==> config.mk <==
export PLATFORM = sky130hd
export DESIGN_NAME = pipe_mem_arbiter_flat
export DESIGN_NICKNAME = d
export VERILOG_FILES = /design/src/rtl/pipe_mem_arbiter_if.sv /design/src/rtl/pipe_mem_arbiter.sv /design/src/flat_wrapper.sv
export SDC_FILE = /design/constraint.sdc
export NUM_CORES = 1
export LEC_CHECK = 0
export BUFFER_PORTS_ARGS = -buffer_cell sky130_fd_sc_hd__buf_2
export CAP_MARGIN = 30
export CORE_ASPECT_RATIO = 1.2
export CORE_MARGIN = 10
export CORE_UTILIZATION = 40
export CTS_CLUSTER_DIAMETER = 50
export DETAILED_ROUTE_END_ITERATION = 10
export GPL_TIMING_DRIVEN = 0
export PLACE_DENSITY = 0.71
export SLEW_MARGIN = 40
export SYNTH_ARGS = -nofsm -noshare
export SYNTH_HDL_FRONTEND = slang
export SYNTH_SLANG_ARGS = --single-unit
==> constraint.sdc <==
create_clock -name clk -period 1.7 [get_ports clk]
set_input_delay 0.34 -clock clk [delete_from_list [all_inputs] [get_ports clk]]
set_output_delay 0.34 -clock clk [all_outputs]
set_load 0.05 [all_outputs]
==> src/rtl/pipe_mem_arbiter_if.sv <==
// Bundle of the two pipeline request ports, their stalls and the shared memory port.
// The arbiter takes the slave view; the pipeline/memory side takes the master view.
interface pipe_mem_arbiter_if #(
  parameter int ADDR_W = 8,
  parameter int DATA_W = 16
);
  logic              if_req;
  logic [ADDR_W-1:0] if_addr;
  logic              if_done;
  logic [DATA_W-1:0] if_rdata;
  logic              dm_req;
  logic              dm_we;
  logic [ADDR_W-1:0] dm_addr;
  logic [DATA_W-1:0] dm_wdata;
  logic              dm_done;
  logic [DATA_W-1:0] dm_rdata;
  logic              stall_if;
  logic              stall_mem;
  logic              mem_en;
  logic              mem_we;
  logic [ADDR_W-1:0] mem_addr;
  logic [DATA_W-1:0] mem_wdata;
  logic [DATA_W-1:0] mem_rdata;

  modport slave (
    input  if_req, if_addr, dm_req, dm_we, dm_addr, dm_wdata, mem_rdata,
    output if_done, if_rdata, dm_done, dm_rdata, stall_if, stall_mem,
           mem_en, mem_we, mem_addr, mem_wdata
  );

  modport master (
    output if_req, if_addr, dm_req, dm_we, dm_addr, dm_wdata, mem_rdata,
    input  if_done, if_rdata, dm_done, dm_rdata, stall_if, stall_mem,
           mem_en, mem_we, mem_addr, mem_wdata
  );
endinterface

==> src/rtl/pipe_mem_arbiter.sv <==
// Arbitrates one fixed-latency single-port memory between instruction fetch and
// data memory: DM first, with a bounded DM streak so a waiting fetch is never starved.
module pipe_mem_arbiter #(
  parameter int ADDR_W     = 8,
  parameter int DATA_W     = 16,
  parameter int MEM_LAT    = 2,
  parameter int STARVE_MAX = 3
) (
  input  logic                clk,
  input  logic                reset,
  pipe_mem_arbiter_if.slave   bus
);
  localparam int LAT_W  = $clog2(MEM_LAT + 1);
  localparam int STRK_W = $clog2(STARVE_MAX + 1);

  typedef enum logic [1:0] {
    S_IDLE  = 2'd0,
    S_ISSUE = 2'd1,
    S_WAIT  = 2'd2,
    S_DONE  = 2'd3
  } state_t;

  state_t              state_q;
  logic                owner_dm_q;
  logic                owner_we_q;
  logic [LAT_W-1:0]    lat_cnt_q;
  logic [STRK_W-1:0]   dm_streak_q;
  logic                mem_en_q;
  logic                mem_we_q;
  logic [ADDR_W-1:0]   mem_addr_q;
  logic [DATA_W-1:0]   mem_wdata_q;
  logic                if_done_q;
  logic                dm_done_q;
  logic [DATA_W-1:0]   if_rdata_q;
  logic [DATA_W-1:0]   dm_rdata_q;

  logic                starved;
  logic                grant_dm;
  logic                grant_if;

  // A starved arbiter still serves DM when no fetch is actually waiting.
  always_comb begin
    starved  = (dm_streak_q == STRK_W'(STARVE_MAX));
    grant_dm = bus.dm_req & (~starved | ~bus.if_req);
    grant_if = bus.if_req & ~grant_dm;
  end

  always_ff @(posedge clk) begin
    if (reset) begin
      state_q     <= S_IDLE;
      owner_dm_q  <= 1'b0;
      owner_we_q  <= 1'b0;
      lat_cnt_q   <= '0;
      dm_streak_q <= '0;
      mem_en_q    <= 1'b0;
      mem_we_q    <= 1'b0;
      mem_addr_q  <= '0;
      mem_wdata_q <= '0;
      if_done_q   <= 1'b0;
      dm_done_q   <= 1'b0;
      if_rdata_q  <= '0;
      dm_rdata_q  <= '0;
    end else begin
      mem_en_q   <= 1'b0;
      mem_we_q   <= 1'b0;
      if_done_q  <= 1'b0;
      dm_done_q  <= 1'b0;
      if_rdata_q <= '0;
      dm_rdata_q <= '0;
      case (state_q)
        S_IDLE: begin
          if (grant_dm) begin
            owner_dm_q  <= 1'b1;
            owner_we_q  <= bus.dm_we;
            mem_en_q    <= 1'b1;
            mem_we_q    <= bus.dm_we;
            mem_addr_q  <= bus.dm_addr;
            mem_wdata_q <= bus.dm_wdata;
            dm_streak_q <= bus.if_req ? dm_streak_q + STRK_W'(1) : '0;
            state_q     <= S_ISSUE;
          end else if (grant_if) begin
            owner_dm_q  <= 1'b0;
            owner_we_q  <= 1'b0;
            mem_en_q    <= 1'b1;
            mem_we_q    <= 1'b0;
            mem_addr_q  <= bus.if_addr;
            mem_wdata_q <= '0;
            dm_streak_q <= '0;
            state_q     <= S_ISSUE;
          end else begin
            state_q <= S_IDLE;
          end
        end
        S_ISSUE: begin
          lat_cnt_q <= LAT_W'(MEM_LAT - 1);
          state_q   <= S_WAIT;
        end
        S_WAIT: begin
          // The read word is only valid in the final wait cycle.
          if (lat_cnt_q == '0) begin
            state_q <= S_DONE;
            if (owner_dm_q) begin
              dm_done_q  <= 1'b1;
              dm_rdata_q <= owner_we_q ? '0 : bus.mem_rdata;
            end else begin
              if_done_q  <= 1'b1;
              if_rdata_q <= bus.mem_rdata;
            end
          end else begin
            lat_cnt_q <= lat_cnt_q - LAT_W'(1);
          end
        end
        S_DONE: begin
          state_q <= S_IDLE;
        end
        default: begin
          state_q <= S_IDLE;
        end
      endcase
    end
  end

  assign bus.mem_en    = mem_en_q;
  assign bus.mem_we    = mem_we_q;
  assign bus.mem_addr  = mem_addr_q;
  assign bus.mem_wdata = mem_wdata_q;
  assign bus.if_done   = if_done_q;
  assign bus.dm_done   = dm_done_q;
  assign bus.if_rdata  = if_rdata_q;
  assign bus.dm_rdata  = dm_rdata_q;
  assign bus.stall_if  = bus.if_req & ~if_done_q;
  assign bus.stall_mem = bus.dm_req & ~dm_done_q;
endmodule
==> src/flat_wrapper.sv <==
// flat-port wrapper written by rule: the top's interface ports become plain ports
module pipe_mem_arbiter_flat 
#(
  parameter int ADDR_W     = 8,
  parameter int DATA_W     = 16,
  parameter int MEM_LAT    = 2,
  parameter int STARVE_MAX = 3
)
  (clk, reset, bus_if_req, bus_if_addr, bus_dm_req, bus_dm_we, bus_dm_addr, bus_dm_wdata, bus_mem_rdata, bus_if_done, bus_if_rdata, bus_dm_done, bus_dm_rdata, bus_stall_if, bus_stall_mem, bus_mem_en, bus_mem_we, bus_mem_addr, bus_mem_wdata);
  pipe_mem_arbiter_if #(.ADDR_W(ADDR_W), .DATA_W(DATA_W)) bus_i ();
  input  logic clk;
  input  logic reset;
  input wire logic [$bits(bus_i.if_req)-1:0] bus_if_req;
  input wire logic [$bits(bus_i.if_addr)-1:0] bus_if_addr;
  input wire logic [$bits(bus_i.dm_req)-1:0] bus_dm_req;
  input wire logic [$bits(bus_i.dm_we)-1:0] bus_dm_we;
  input wire logic [$bits(bus_i.dm_addr)-1:0] bus_dm_addr;
  input wire logic [$bits(bus_i.dm_wdata)-1:0] bus_dm_wdata;
  input wire logic [$bits(bus_i.mem_rdata)-1:0] bus_mem_rdata;
  output wire logic [$bits(bus_i.if_done)-1:0] bus_if_done;
  output wire logic [$bits(bus_i.if_rdata)-1:0] bus_if_rdata;
  output wire logic [$bits(bus_i.dm_done)-1:0] bus_dm_done;
  output wire logic [$bits(bus_i.dm_rdata)-1:0] bus_dm_rdata;
  output wire logic [$bits(bus_i.stall_if)-1:0] bus_stall_if;
  output wire logic [$bits(bus_i.stall_mem)-1:0] bus_stall_mem;
  output wire logic [$bits(bus_i.mem_en)-1:0] bus_mem_en;
  output wire logic [$bits(bus_i.mem_we)-1:0] bus_mem_we;
  output wire logic [$bits(bus_i.mem_addr)-1:0] bus_mem_addr;
  output wire logic [$bits(bus_i.mem_wdata)-1:0] bus_mem_wdata;
  assign bus_i.if_req = bus_if_req;
  assign bus_i.if_addr = bus_if_addr;
  assign bus_i.dm_req = bus_dm_req;
  assign bus_i.dm_we = bus_dm_we;
  assign bus_i.dm_addr = bus_dm_addr;
  assign bus_i.dm_wdata = bus_dm_wdata;
  assign bus_i.mem_rdata = bus_mem_rdata;
  assign bus_if_done = bus_i.if_done;
  assign bus_if_rdata = bus_i.if_rdata;
  assign bus_dm_done = bus_i.dm_done;
  assign bus_dm_rdata = bus_i.dm_rdata;
  assign bus_stall_if = bus_i.stall_if;
  assign bus_stall_mem = bus_i.stall_mem;
  assign bus_mem_en = bus_i.mem_en;
  assign bus_mem_we = bus_i.mem_we;
  assign bus_mem_addr = bus_i.mem_addr;
  assign bus_mem_wdata = bus_i.mem_wdata;
  pipe_mem_arbiter #(.ADDR_W(ADDR_W), .DATA_W(DATA_W), .MEM_LAT(MEM_LAT), .STARVE_MAX(STARVE_MAX)) u_core (.clk(clk), .reset(reset), .bus(bus_i));
endmodule
; Yosys cells after proc, flatten, opt, wreduce, memory -nomap -nowiden
; Index checks and enable logic that the tools add are counted.
; Widths: inputs -> output; s select.
[totals]
ff_bits = 68
in_bits = 53
output_inout_bits = 62
[op_classes]
reduce_logical = 11
n_eq_ne = 6
n_bitwise = 14
mux = 20
add_sub_neg = 2
[op_table]
columns = cell, count
row1 = $mux 16, 2
row2 = $mux 8, 2
row3 = $mux 2, 6
row4 = $not 1->1, 9
row5 = $mux 1, 8
row6 = $pmux 2 s4, 1
row7 = $eq 2x2->1 const B, 3
row8 = $reduce_or 3->1, 2
row9 = $reduce_or 5->1, 1
row10 = $and 1x1->1, 4
row11 = $logic_not 2->1, 2
row12 = $pmux 2 s2, 1
row13 = $reduce_and 2->1, 2
row14 = $reduce_bool 2->1, 2
row15 = $reduce_or 4->1, 1
row16 = $add 2x1->2 const B, 1
row17 = $eq 2x1->1 const B, 1
row18 = $ne 2x1->1 const B, 1
row19 = $ne 2x2->1 const B, 1
row20 = $reduce_or 2->1, 1
row21 = $sub 2x1->2 const B, 1
row22 = $or 1x1->1, 1

; Logic depth before layout (Yosys ltp)
[depth]
ltp_word = 9
depth_mapped = 7

; Worst setup path after synthesis
; OpenSTA, ideal clock, no wires.
[synth_timing]
path_type = input -> output
from = in bus_if_req
to = out bus_stall_if
path_stages = 2
arrival_time_ns = 1.232
slack_ns = 0.128
required_time_ns = 1.360
path_cell_list = buf_2 > nor2b_1
[synth_via]
elab_chain_cells = 1
[synth_lines]
columns = element, line_no
row1 = from (decl), flat_wrapper.sv:13  ; input wire logic [$bits(bus_i.if_req)-1:0] bus_if_req;
row2 = $and 1x1->1, pipe_mem_arbiter.sv:131  ; assign bus.stall_if = bus.if_req & ~if_done_q;
row3 = to (decl), flat_wrapper.sv:24  ; output wire logic [$bits(bus_i.stall_if)-1:0] bus_stall_if;
; No other way between the ends.

; Worst setup path in the final report
[layout_timing]
from = reg u_core.state_q[0]
to = reg u_core.dm_rdata_q[6], in the netlist u_core.bus.dm_rdata[6]
[layout_via]
elab_chain_cells = 3
[layout_lines]
columns = element, line_no
row1 = from (decl), pipe_mem_arbiter.sv:23  ; state_t state_q;
row2 = from (signal assigned), pipe_mem_arbiter.sv:50  ; state_q <= S_IDLE;
row3 = from (signal assigned), pipe_mem_arbiter.sv:80  ; state_q <= S_ISSUE;
row4 = from (signal assigned), pipe_mem_arbiter.sv:89  ; state_q <= S_ISSUE;
row5 = $eq 2x2->1, pipe_mem_arbiter.sv:70  ; case (state_q)
row6 = $not 1->1 (no line), n/a
row7 = $reduce_or 5->1 (no line), n/a
row8 = to (signal assigned), pipe_mem_arbiter.sv:104  ; dm_rdata_q <= owner_we_q ? '0 : bus.mem_rdata;
row9 = to (decl), pipe_mem_arbiter.sv:35  ; logic [DATA_W-1:0] dm_rdata_q;
; No other way between the ends.
; A chain may end at the register's enable or synchronous reset.

==> results.yml <==
clocking:
  clock_path_buffers: 2
  cts-hold-fix-buffers: 0
  clkLatencyLatePin_ns: 0.34
  cts_root_buf: "clkbuf_8"
  clkTransAtPathRegs_ns: 0.08
  cts_made_buffers: 9
  clkSinkCount: 68
  cts_tree: "built"
  htree_levels: 3
worst_setup_path:
  cp-start-kind: "register"
  critPathBufInv: 2
  critical_path.cell_chain: "inv_1, ha_1, nand2_2, nor4b_4, clkbuf_2, and2_1"
  worstSetupEndpointType: "register"
  required_ns: 1.98
  cp_slowest_cell: "nor4b_4"
  worstReg2RegStart: "u_core.state_q[0]$_SDFFE_PP0P_"
  worstReg2RegEnd: "u_core.bus.dm_rdata[6]$_SDFF_PP0_"
  critical_path.max_fanout: 10
  cp.arrival_ns: 1.85
  critPathTopFamily: "simple AND/OR/NAND/NOR gates"
  crit_type: "reg2reg"
  r2r_cells: 6
  r2r_setup_slack_ns: 0.13
  critical-path-max-stage-delay_ns: 0.34
timing:
  slew_headroom_pct: 70.4
  tns_ns: 0
  rsz0062_at_grt: "no"
  final_max_slew_viol_count: 0
  fmax_mhz: 635
  finalHoldViolCount: 0
  fin_worst_skew_ns: 0.00890
  setup_viol: 0
  worst_pin_slew_ns: 0.444
  fin_crit_ns: 1.57
  timing.final.crit_share_pct: 92.6
pwr:
  peakVddDrop_v: 0.000506
  powerDensity_nw_per_um2: 1630
  leakagePower_uw: 0.00161
route:
  drtAntennaViolNets: 0
  num_vias: 1848
  firstDrtPassIters: 4
  drt_iter0_drc: 44
  drc: 0
  viasPerCell: 4.65
  wirelength_mm: 5.94
  avgRoutedWirePerCell_um: 15.0
min_path:
  hold_depth: 2
  hold_end: "u_core.bus.mem_wdata[14]$_SDFFE_PP0P_"
  hp-class: "in2reg"
  min-delay-start: "bus_dm_wdata[14]"
grt:
  grt_pass1_vias: 1866
  grt_pass1_wl_mm: 9.06
  grt_start_max_net_pins: 14
  grt-ovfl-total: 0
  grtUsageTotal_pct: 12.9
  antenna_found_initial: 0
floorplanning:
  die_y_um: 103
  die_w_um: 89.0
  die_area_um2: 9160
  io_pins: 115
  coreArea_um2: 5590
  row_count: 30
  start_util_pct: 40.9
placement:
  port_buffers: 113
  hpwlAfterDp_mm: 4.63
  placed_cell_area_um2: 2930
  gp_congestion: 0.715
run:
  max-cap-violations: 0
yosys:
  synth-seq-area-share_pct: 59.5
  synth.avg_cell_area_um2: 11.4
  ys_warn_count: 0
  synth_nets: 259
  syn_inst: 201
  synth_area_um2: 2290
  synth_seq_cells: 68
  yosysUniqueCellTypes: 31
finish:
  diodes: 0
  drive_gt1_share_pct: 44.7
  fin_area_um2: 3190
  areaGrowthSynthToFinish_pct: 39.3
  nets: 386
outcome:
  run_status: "finished, final reports clean"
-- placed cells by master (no fill, tap or decap), types with 2 or more instances in the layout --
master / instances
a22o_1: 17
nand2_1: 10
nor2b_1: 4
buf_6: 4
ha_1: 5
inv_6: 2
a21oi_1: 11
nor2_1: 12
clkbuf_8: 9
inv_1: 4
bufinv_16: 2
buf_4: 4
and2_1: 33
a211oi_1: 10
mux2i_1: 2
buf_2: 115
clkinvlp_4: 2
dfxtp_1: 68
-- timing repair --
| action | 4_1_cts | 5_1_grt |
|---|---|---|
| buffers inserted | 1 | 2 |
| pin swaps | 1 | 2 |
| resized for setup | 1 | 1 |
| setup endpoints to repair | 10 | 28 |
-- metal layers --
| layer | global-route usage (%) | vias to the layer above | share of wire (%) |
|---|---|---|---|
| li1 | - | 937 | - |
| met1 | 13.9 | 831 | 38 |
| met2 | 21.3 | 68 | 49 |
| met3 | 4.43 | 12 | 9.4 |
| met4 | 8.21 | 0 | 2.7 |
| met5 | 0 | - | 0 |
-- cell type report --
type                            instances  area, um2
Fill cell                             522       2410
Sequential cell                        68       1360
Multi-Input combinational cell        119        845
Timing Repair Buffer                  116        588
Clock buffer                            9        124
Clock inverter                          7       97.6
Tap cell                               64       80.1
Buffer                                 10       75.1
Inverter                                4       15.0
-- synth_stat cells --
cell type | n | area (um2)
a21o_1 | 1 | 7.51
a211oi_1 | 10 | 75.1
nand2_1 | 11 | 41.3
o21ai_0 | 1 | 5.00
nor2_1 | 12 | 45.0
a21bo_2 | 1 | 10.0
clkbuf_2 | 1 | 5.00
nor4b_4 | 1 | 23.8
a21oi_1 | 11 | 55.1
buf_1 | 1 | 3.75
a21boi_2 | 1 | 11.3
a211oi_4 | 1 | 20.0
clkbuf_1 | 1 | 3.75
and4b_1 | 1 | 10.0
buf_6 | 4 | 45.0
o21ba_2 | 1 | 10.0
a22oi_1 | 1 | 7.51
or2_2 | 1 | 6.26
a22o_1 | 17 | 149
nor2_8 | 1 | 20.0
ha_1 | 5 | 62.6
buf_4 | 1 | 7.51
and2_1 | 33 | 206
nor3_2 | 1 | 10.0
nor3b_1 | 1 | 7.51
inv_1 | 4 | 15.0
dfxtp_1 | 68 | 1360
nor2b_1 | 4 | 25.0
o21a_1 | 1 | 7.51
buf_2 | 2 | 10.0
mux2i_1 | 2 | 20.0
-- state kept, by name, indices dropped and copies added, names as in the netlist, 2 cells and up --
register	count
u_core.bus.if_rdata	16
u_core.bus.mem_addr	8
u_core.bus.mem_wdata	16
u_core.dm_streak_q	2
u_core.state_q	2
u_core.lat_cnt_q	2
u_core.bus.dm_rdata	16
-- where the power goes --
part	internal (uW)	switching (uW)	leakage, uW	total, uW
Sequential	1840	117	0.000554	1950
Clock	832	628	0.000106	1460
Combinational	544	1240	0.000949	1790
-- worst max-delay path by stage --
| stage | start | to | slack [ns] | depth (start not counted) |
|---|---|---|---|---|
| floorplan | bus_if_req | bus_stall_if | 0.13 | 2 |
| global placement | u_core.state_q[0]$_SDFFE_PP0P_ | u_core.bus.if_rdata[8]$_SDFF_PP0_ | 0.05 | 6 |
| detailed placement | u_core.state_q[0]$_SDFFE_PP0P_ | u_core.bus.dm_rdata[5]$_SDFF_PP0_ | 0.02 | 6 |
| CTS | u_core.state_q[0]$_SDFFE_PP0P_ | u_core.bus.dm_rdata[4]$_SDFF_PP0_ | 0.05 | 6 |
| global route | u_core.state_q[0]$_SDFFE_PP0P_ | u_core.bus.dm_rdata[8]$_SDFF_PP0_ | 0.04 | 6 |
| finish | u_core.state_q[0]$_SDFFE_PP0P_ | u_core.bus.dm_rdata[6]$_SDFF_PP0_ | 0.13 | 6 |
-- per-stage QoR --
step | setup WS, ns | total power (uW) | hold slack, ns | instances | utilization [%]
after global routing | 0.0439 | 5500 | 0.198 | 397 | 57.0
after global placement | 0.0490 | 3720 | 0.457 | 378 | 52.4
after CTS | 0.0499 | 5230 | 0.188 | 395 | 56.6
after floorplan | 0.128 | 3330 | 0.438 | 201 | -
final | 0.125 | 5200 | 0.203 | 397 | 57.0
after detailed placement | 0.0150 | 3750 | 0.459 | 378 | 52.4
-- logic make-up after synthesis --
kind of cell,count (synthesis),synth area share [%]
flops,68,59.5
mux,2,0.875
fa+ha+maj,5,2.74
compound gates,46,15.6
simple gates,66,17.3
buf+inv,14,3.94
(Power assumes the default switching activity.)
